<file path="config.mk">
export PLATFORM = sky130hd
export DESIGN_NAME = pipe_arb
export DESIGN_NICKNAME = d
export VERILOG_FILES = /design/src/rtl/pipe_arb.sv
export SDC_FILE = /design/constraint.sdc
export NUM_CORES = 1
export LEC_CHECK = 0
export BUFFER_PORTS_ARGS = -buffer_cell sky130_fd_sc_hd__buf_2
export CORE_ASPECT_RATIO = 0.5
export CORE_MARGIN = 3
export CORE_UTILIZATION = 25
export DETAILED_ROUTE_END_ITERATION = 8
export PLACE_DENSITY = 0.68
export SLEW_MARGIN = 20
export SYNTH_ARGS = -nofsm -noshare
export SYNTH_HDL_FRONTEND = slang
export SYNTH_SLANG_ARGS = --single-unit
</file>
<file path="constraint.sdc">
create_clock -name clk_i -period 6.2 [get_ports clk_i]
set_input_delay 1.24 -clock clk_i [delete_from_list [all_inputs] [get_ports clk_i]]
set_output_delay 1.24 -clock clk_i [all_outputs]
set_load 0.05 [all_outputs]
</file>
<file path="src/rtl/pipe_arb.sv">
// Round-robin arbiter that shares one stall-free pipe_ex pipeline among NREQ requesters.
// A {valid, id} tag travels alongside the pipe so each returning result is attributed.
module pipe_arb #(
  parameter int unsigned N    = 10,
  parameter int unsigned NREQ = 4,
  parameter int unsigned IDW  = 2,
  parameter int unsigned LAT  = 3
) (
  input  logic              clk_i,
  input  logic              rst_ni,
  input  logic              en_i,
  input  logic [NREQ-1:0]   req_i,
  input  logic [NREQ*N-1:0] req_a_i,
  input  logic [NREQ*N-1:0] req_b_i,
  input  logic [NREQ*N-1:0] req_c_i,
  input  logic [NREQ*N-1:0] req_d_i,
  output logic [NREQ-1:0]   gnt_o,
  output logic [N-1:0]      pa_o,
  output logic [N-1:0]      pb_o,
  output logic [N-1:0]      pc_o,
  output logic [N-1:0]      pd_o,
  input  logic [N-1:0]      pf_i,
  output logic              rsp_valid_o,
  output logic [IDW-1:0]    rsp_id_o,
  output logic [N-1:0]      rsp_data_o,
  output logic [2:0]        inflight_o,
  output logic [15:0]       issue_cnt_o
);

  logic [IDW-1:0] rr_ptr_q, rr_ptr_d;
  logic [LAT-1:0] vld_q, vld_d;
  logic [IDW-1:0] id_q [LAT];
  logic [2:0]     inflight_q, inflight_d;
  logic [15:0]    issue_cnt_q, issue_cnt_d;

  logic [IDW:0]   cand;
  logic           found;
  logic [IDW-1:0] win_id;
  logic           issue;

  // Rotating search: candidate index wraps back below NREQ, so no modulo operator needed.
  always_comb begin
    found  = 1'b0;
    win_id = '0;
    cand   = '0;
    for (int unsigned k = 0; k < NREQ; k++) begin
      cand = {1'b0, rr_ptr_q} + (IDW+1)'(k);
      if (cand >= (IDW+1)'(NREQ)) begin
        cand = cand - (IDW+1)'(NREQ);
      end
      if (!found && req_i[cand[IDW-1:0]]) begin
        found  = 1'b1;
        win_id = cand[IDW-1:0];
      end
    end
  end

  assign issue = found & en_i & rst_ni;

  always_comb begin
    gnt_o = '0;
    if (issue) begin
      gnt_o[win_id] = 1'b1;
    end
  end

  always_comb begin
    pa_o = '0;
    pb_o = '0;
    pc_o = '0;
    pd_o = '0;
    for (int unsigned i = 0; i < NREQ; i++) begin
      if (issue && (win_id == IDW'(i))) begin
        pa_o = req_a_i[i*N +: N];
        pb_o = req_b_i[i*N +: N];
        pc_o = req_c_i[i*N +: N];
        pd_o = req_d_i[i*N +: N];
      end
    end
  end

  always_comb begin
    rr_ptr_d = rr_ptr_q;
    if (issue) begin
      rr_ptr_d = (win_id == IDW'(NREQ-1)) ? '0 : win_id + 1'b1;
    end
  end

  assign vld_d = {vld_q[LAT-2:0], issue};

  always_comb begin
    inflight_d = inflight_q;
    case ({issue, rsp_valid_o})
      2'b10:   inflight_d = inflight_q + 3'd1;
      2'b01:   inflight_d = inflight_q - 3'd1;
      default: inflight_d = inflight_q;
    endcase
  end

  assign issue_cnt_d = issue ? issue_cnt_q + 16'd1 : issue_cnt_q;

  always_ff @(posedge clk_i or negedge rst_ni) begin
    if (!rst_ni) begin
      rr_ptr_q    <= '0;
      vld_q       <= '0;
      inflight_q  <= '0;
      issue_cnt_q <= '0;
      for (int unsigned k = 0; k < LAT; k++) begin
        id_q[k] <= '0;
      end
    end else begin
      rr_ptr_q    <= rr_ptr_d;
      vld_q       <= vld_d;
      inflight_q  <= inflight_d;
      issue_cnt_q <= issue_cnt_d;
      // Idle slots carry id 0 so the output id is already clean when invalid.
      id_q[0]     <= issue ? win_id : '0;
      for (int unsigned k = 1; k < LAT; k++) begin
        id_q[k] <= id_q[k-1];
      end
    end
  end

  assign rsp_valid_o = vld_q[LAT-1];
  assign rsp_id_o    = vld_q[LAT-1] ? id_q[LAT-1] : '0;
  assign rsp_data_o  = pf_i;
  assign inflight_o  = inflight_q;
  assign issue_cnt_o = issue_cnt_q;

endmodule

</file>
==> impl_results.md <==
- Yosys cell types: 37
- Via count: 3368
- Total Neg Setup Slack: 0 ns
- CP Launch Point: req_i[3]
- Crit end category: primary output
- Pin count of the biggest net entering global routing: 52
- Reg2Reg Depth: 7
- Worst hold slack: 0.3468 ns
- Post-CTS setup buffer count: 0
- Max FO, Critical Path: 51
- Vias/cell: 4.881
- Post-CTS sizing: 0
- Critical Path AT: 3.90 ns
- Clk sinks: 30
- Worst Path Class, Setup: input pin to primary output
- Mapped cell area: 2619 um^2
- Setup Viol. Count Final: 0
- H-tree Lvls: 2
- Synth-to-layout area growth: 49.69%
- Syn Nets: 535
- Fraction of layout cells with a size suffix above 1: 45.05%
- Critical Path Start Type: input pin
- Fin crit period: 5.144 ns
- Vias in the first global route: 3238
- Ys flop type: dfrtp_1
- Leak Pwr: 2.061 nW
- CP Capture Point: pd_o[2]
- DR pass1 iterations: 4
- FF-to-FF Start: rr_ptr_q[1]
- TritonCTS Buffers: 5
- Synth Register Bits: 30
- Power, Total: 0.001213 W
- Fraction of the cycle the final worst path needs: 82.96%
- Row cnt: 25
- Placed wire-length estimate: 7808 um
- Worst-path clk slew: 0.05 ns
- Max transition margin: 34.79%
- Endpoints failing hold: 0
- PD cells: 309.4 nW/um^2
- Warnings from Yosys: 0
- Root buffer cell: clkbuf_16
- WP data required: 4.96 ns
- Actual slew at the worst max-slew pin: 0.9759 ns
- Fmax: 194.4 MHz
- Status: finished clean
- N_diodes: 0
- Post-synthesis async set-or-reset flop share: 100.0%
- Peak VDD IR: 0.09293 mV
- ANT nets after route: 0
- Die area: 11810 um^2
- Register area share after synthesis: 28.67%
- Number of hold buffers added after CTS: 0
- Grt ovf: 0
- Die span in x: 150.7 um
- DRC violation count after routing: 0
- Fin. max-slew vios: 0
- 1st-iter DRT viols: 246
- Io pins: 253
- Port bufs: 232
- Routed wire length per instance: 14.60 um
- Max Cap Violations: 0
- Final core occ: 39.91%
- Layout Nets: 739
- Global-route wire length before repair: 15440 um
- RSZ-0062 raised after global routing: false
- Avg Synthesized Cell Area: 7.461 um^2
- Gr usage total: 15.81%
- Final wirelength: 10070 um
- Final Skew: 0.004659 ns
- RR Endpoint: rr_ptr_q[1]
- Die Span Y: 78.37 um
- Worst hold path class: flip-flop to flip-flop
- Post-synth EDFFs: 0
- Gp weighted congestion: 0.8490
- Initial antenna violation count: 0
- CTS tree: yes
- Mapped Cells: 351
- Maximum root-to-sink buffer count: 2
- Initial Utilization: 26.66%
- Core ar.: 9822 um^2
- R2r setup slk: 4.50 ns
- Skew-Pair Late Insertion Delay: 0.27 ns
==> cells in the mapped netlist (4+ instances only) <==
master | n | area [um^2]
a21oi_1 | 78 | 390.4
nand2_1 | 50 | 187.7
nor2_1 | 43 | 161.4
o221ai_1 | 39 | 341.6
dfrtp_1 | 30 | 750.7
clkbuf_1 | 22 | 82.58
xnor2_1 | 12 | 105.1
buf_4 | 11 | 82.58
ha_1 | 6 | 75.07
nand3_1 | 6 | 30.03
xor2_1 | 6 | 52.55
and2_1 | 5 | 31.28
and3_1 | 5 | 31.28
inv_1 | 5 | 18.77
a22oi_1 | 4 | 30.03
buf_6 | 4 | 45.04
==> worst max-delay path, cell delays in order <==
cell and delay (ns):
buf_2 0.15, mux2i_1 0.08, and2_0 0.15, a311o_1 0.38, inv_1 0.11, ha_2 0.77
buf_4 0.41, a21oi_1 0.10, a21oi_1 0.18, buf_2 0.30
==> worst min-delay path by stage <==
stage              from        to  slack, ns  depth (start not counted)
2_1_floorplan   id_q[2]   id_q[0]       0.33                          0
5_1_grt         id_q[5]   id_q[3]       0.36                          0
3_5_place_dp   vld_q[1]  vld_q[2]       0.34                          0
4_1_cts        vld_q[1]  vld_q[2]       0.34                          0
6_report       vld_q[1]  vld_q[2]       0.35                          0
3_3_place_gp   vld_q[1]  vld_q[2]       0.33                          0
==> placed cells by master, fill, tap and decap left out, types with 2 or more instances in the layout <==
cell type,count
nand4_1,2
and3_1,5
clkbuf_16,5
ha_1,5
dfrtp_1,30
nor2_1,42
nand2_1,50
xnor2_1,12
nand3_1,6
and2_1,5
a22oi_1,4
buf_4,4
o221ai_1,39
a21oi_1,78
clkinv_2,2
buf_2,232
inv_1,5
o21ai_0,2
nor3_1,2
xor2_1,6
==> routing by layer <==
layer  track usage [%]  vias to the layer above  part of all wire (%)
met5                 0                        -                     0
met4             3.707                        0                   1.1
met3             2.710                       12                   6.4
met2             28.37                      131                    51
met1             19.76                     1558                    42
li1                  -                     1667                     -
==> registers in the layout, summed over array words and instances, names as in the netlist <==
name	count
issue_cnt_o	16
vld_q	3
id_q	6
rr_ptr_q	2
inflight_o	3
==> metrics by stage <==
step	area, um^2	cells	setup slack, ns
floorplan	2619	351	1.165
global placement	3785	683	1.067
detailed placement	3785	683	1.084
CTS	3920	690	1.083
global route	3920	690	0.8063
finish	3920	690	1.056
==> where the power goes <==
part           leakage, nW  internal (W)  switching (W)
Combinational         1.60      0.000204       0.000513
Sequential           0.394      0.000232      0.0000405
Clock               0.0694      0.000144      0.0000791
Total                 2.06      0.000580       0.000633
==> area by class of cell <==
cell class                      count  area, um^2
Clock inverter                      2       10.01
Multi-Input combinational cell    275        1629
Timing Repair Buffer              237        1211
Sequential cell                    30       750.7
Fill cell                        1074        5902
Tap cell                          135       168.9
Clock buffer                        5       125.1
Inverter                            6       25.02
==> cell families (layout without fill, tap and decap cells) <==
kind of cell    count (synthesis)  count (layout)  synth area share [%]
mux                             2               2                0.8122
buf+inv                        46             250                 9.508
fa+ha+maj                       7               7                 3.631
xor+xnor                       18              18                 6.020
compound gates                127             127                 30.86
simple gates                  121             121                 20.50
flops                          30              30                 28.67
Note: power is estimated with default switching activity, not from simulation.
